[src/rtl/regfile_write_arbiter.sv]
// regfile_write_arbiter: shares the register-file write port between ALU (A) and load (B) writeback, B-priority with A starvation guard
module regfile_write_arbiter #(
   parameter int WIDTH        = 32,
   parameter int ADDR_W       = 5,
   parameter int STARVE_LIMIT = 4
) (
   input  logic              clk,
   input  logic              reset_n,
   input  logic              a_valid,
   output logic              a_ready,
   input  logic [ADDR_W-1:0] a_addr,
   input  logic [WIDTH-1:0]  a_data,
   input  logic              b_valid,
   output logic              b_ready,
   input  logic [ADDR_W-1:0] b_addr,
   input  logic [WIDTH-1:0]  b_data,
   output logic              rf_wrenable,
   output logic [ADDR_W-1:0] rf_wraddr,
   output logic [WIDTH-1:0]  rf_wrdata,
   output logic              a_prio
);
   typedef enum logic {B_PRI, A_PRI} state_t;
   state_t            state, state_nx;
   logic [3:0]        starve_cnt, starve_nx;
   logic              xfer;
   logic [ADDR_W-1:0] w_addr;
   logic [WIDTH-1:0]  w_data;
   always_comb begin
      a_ready   = reset_n && a_valid && (state == A_PRI || !b_valid);
      b_ready   = reset_n && b_valid && !(state == A_PRI && a_valid);
      starve_nx = (!a_valid || a_ready) ? 4'd0 : (state == B_PRI) ? starve_cnt + 4'd1 : starve_cnt;
      state_nx  = (state == A_PRI) ? ((a_ready || !a_valid) ? B_PRI : A_PRI)
                : (starve_nx == 4'(STARVE_LIMIT)) ? A_PRI : B_PRI;
      xfer      = a_ready || b_ready;
      w_addr    = a_ready ? a_addr : b_addr;
      w_data    = a_ready ? a_data : b_data;
   end
   always_ff @(posedge clk or negedge reset_n) begin
      if (!reset_n) begin
         state       <= B_PRI;
         starve_cnt  <= '0;
         rf_wrenable <= 1'b0;
         rf_wraddr   <= '0;
         rf_wrdata   <= '0;
      end else begin
         state       <= state_nx;
         starve_cnt  <= starve_nx;
         rf_wrenable <= xfer && (w_addr != '0);
         if (xfer) begin
            rf_wraddr <= w_addr;
            rf_wrdata <= w_data;
         end
      end
   end
   assign a_prio = (state == A_PRI);
endmodule

[config.mk]
export PLATFORM = sky130hd
export DESIGN_NAME = regfile_write_arbiter
export DESIGN_NICKNAME = d
export VERILOG_FILES = /design/src/rtl/regfile_write_arbiter.sv
export SDC_FILE = /design/constraint.sdc
export NUM_CORES = 1
export LEC_CHECK = 0
export ABC_AREA = 1
export CAP_MARGIN = 5
export CORE_ASPECT_RATIO = 0.7
export CORE_UTILIZATION = 37
export DETAILED_ROUTE_END_ITERATION = 12
export PLACE_DENSITY = 0.81
export SYNTH_ARGS = -nofsm -noshare
export SYNTH_HDL_FRONTEND = slang
export SYNTH_SLANG_ARGS = --single-unit
[constraint.sdc]
create_clock -name clk -period 1.6 [get_ports clk]
set_clock_uncertainty 0.05 [all_clocks]
set_input_delay 0.32 -clock clk [delete_from_list [all_inputs] [get_ports clk]]
set_output_delay 0.32 -clock clk [all_outputs]
set_load 0.05 [all_outputs]
==> impl_metrics.yaml <==
setup_path:
  path_cells: "inv_4, nand2_4, nand2_8, inv_4, buf_12"
  start_kind: "register"
  cp_slowest_stage_delay_ns: 0.46
  crit_path_frequent_cell: "inv_4"
  worstSetupEndpointType: "output port"
  cp.arrival_ns: 1.16
  critPathBufInv: 3
  critPathMaxFanout: 4
  slowest_stage: "dfrtp_2"
  path_class: "register to output port"
  crit_family: "flip-flops"
  required_ns: 1.23
cells_and_area:
  drive_above_1_share_pct: 21.2
  nNetsFinal: 432
  n_antenna_cell: 0
  multi_input_area_um2: 764
  final_common_cell: "clkdlybuf4s50_1"
  mostFrequentLayoutCells: "74 x clkdlybuf4s50_1, 42 x dfrtp_1, 41 x buf_12"
  area.growth.synth_to_final_pct: 92.0
  n_fill_cell: 335
  ff_latch_area_um2: 1080
  instances_no_fill: 422
global_routing:
  use_met1_pct: 27.8
  antenna_found_initial: 0
  grt_pass1_vias: 2118
  met3_usage_pct: 8.52
  track_usage_pct: 23.9
  grt_pass1_wl_um: 10300
  busiest_layer: "met2"
  grt_max_degree: 33
  grtUsageMet2_pct: 42.0
  grt_overflow_total: 0
clock_network:
  tritoncts: "done"
  numCtsBuffers: 5
  clk_latency_ns: 0.29
  cts.path.max_buffers: 2
  clkSinkCount: 43
  cts_root_buf: "clkbuf_8"
  cts_htree_levels: 2
  clkTransAtPathRegs_ns: 0.08
sta:
  fmax_mhz: 653
  rsz0062_at_grt: "no"
  holdWs_ns: 0.0559
  tns_ns: 0
  fin_crit_sh_pct: 95.7
  postLayoutSetupSlackWorst_ns: 0.0694
  report.final.slew_viol_count: 0
  final.min_clock_period_ns: 1.53
  tightest_slew_ns: 0.545
  hold_violations: 0
  relSlewSlack_pct: 63.6
  setup_viol: 0
route:
  dr.pass1.iters: 4
  num_vias: 2153
  wl_per_cell_um: 15.4
  drtIter0Drc: 105
  ant_nets: 0
  drc: 0
  wirelength_um: 6510
  via_per_inst: 5.10
pwr:
  leakage_uw: 0.00167
  ir_drop_mv: 0.608
  power_density_nw_per_um2: 986
  total_power_uw: 3770
floorplan:
  placementRows: 21
  die_w_um: 89.7
  io_pins: 119
  dieHeight_um: 63.4
  start_util_pct: 40.1
  die_area_um2: 5680
  core_um2: 4970
place:
  place_ws_ns: -0.257
  gp_congestion: 0.834
  place_inst: 411
  portBuffers: 118
  hpwl_um: 4930
synth:
  synth_area_um2: 1990
  syn_area_per_cell_um2: 8.85
  ys_types: 20
  yosysWarnings: 0
  syn-num-nets: 304
  ys_seq_area_share_pct: 54.1
  synth_seq_cells: 43
  netlist_instances: 225
status:
  status: "complete, no violations"
hold_path:
  min_path_type: "input port to asynchronous set/reset pin"
run:
  max_cap_violations: 0
-- flip-flops by register name, indices dropped and copies added (netlist names) --
name,flops
rf_wrdata,32
rf_wraddr,5
starve_cnt,4
a_prio,1
rf_wrenable,1
-- per-stage QoR --
| stage | area [um2] | utilization [%] |
|---|---|---|
| 6_report | 3820 | 76.9 |
| 5_1_grt | 3820 | 76.9 |
| 4_1_cts | 3810 | 76.8 |
| 3_5_place_dp | 3670 | 73.9 |
| 3_3_place_gp | 3670 | 73.9 |
| 2_1_floorplan | 2000 | - |
-- synth_stat cells, drive strengths merged --
| master | instances | share of area (%) |
|---|---|---|
| dfrtp | 43 | 54 |
| nor2 | 39 | 7.4 |
| nor3 | 33 | 8.3 |
| o22ai | 32 | 10 |
| nand2 | 27 | 5.8 |
| inv | 18 | 3.4 |
| buf | 13 | 4.9 |
| o21ai | 8 | 2.4 |
| nand3 | 6 | 1.5 |
| a21oi | 2 | 0.69 |
| clkbuf | 1 | 0.19 |
| ha | 1 | 0.63 |
| nand3b | 1 | 0.38 |
| or2 | 1 | 0.31 |
-- area by class of cell --
class	count	share of cell area, %
repair buffers	135	45.0
flip-flops and latches	43	28.2
multi-input cells	150	20.0
well taps	69	2.26
clock buffers	6	1.90
inverters	18	1.90
clock inverters	1	0.786
-- path summary, 6_finish.rpt --
kind	start	to	slack, ns	cells after the start
max	a_prio$_DFF_PN0_	a_ready	0.07	5
min in group clk	rf_wraddr[3]$_DFFE_PN0P_	rf_wraddr[3]$_DFFE_PN0P_	0.51	2
max in group asynchronous	reset_n	rf_wraddr[3]$_DFFE_PN0P_	0.82	3
min	reset_n	rf_wrdata[14]$_DFFE_PN0P_	0.06	2
max reg2reg	a_prio$_DFF_PN0_	a_prio$_DFF_PN0_	0.12	8
min reg2reg	rf_wraddr[3]$_DFFE_PN0P_	rf_wraddr[3]$_DFFE_PN0P_	0.51	2
-- routing by layer --
metal	part of all wire (%)	vias to the layer above
met2	49	103
met5	0	-
met3	11	7
met1	39	1019
li1	-	1024
met4	0.69	0
-- power by group --
part	switching, uW	internal, uW	leakage, uW	total [uW]
Clock	356	458	0.0000513	814
Combinational	782	798	0.00114	1580
Sequential	151	1220	0.000480	1370
Total	1290	2480	0.00167	3770
-- what timing repair did --
item                                    4_1_cts  5_1_grt
resized for setup                             5        2
hold buffers                                  1        0
endpoints found under the hold margin        11        0
endpoints found under the setup margin        2       18
buffers inserted                              4        0
pin swaps                                     2        0
-- cell families (layout without fill, tap and decap cells) --
group                      after synthesis  in the layout  share of synthesized area, %
DFF                                     43             43                          54.1
adders and majority gates                1              1                         0.628
buffers and inverters                   32            160                          8.48
AOI/OAI and AO/OA                       42             42                          13.1
and+or+nand+nor                        107            107                          23.7
Power figures use the tool's default switching activity.
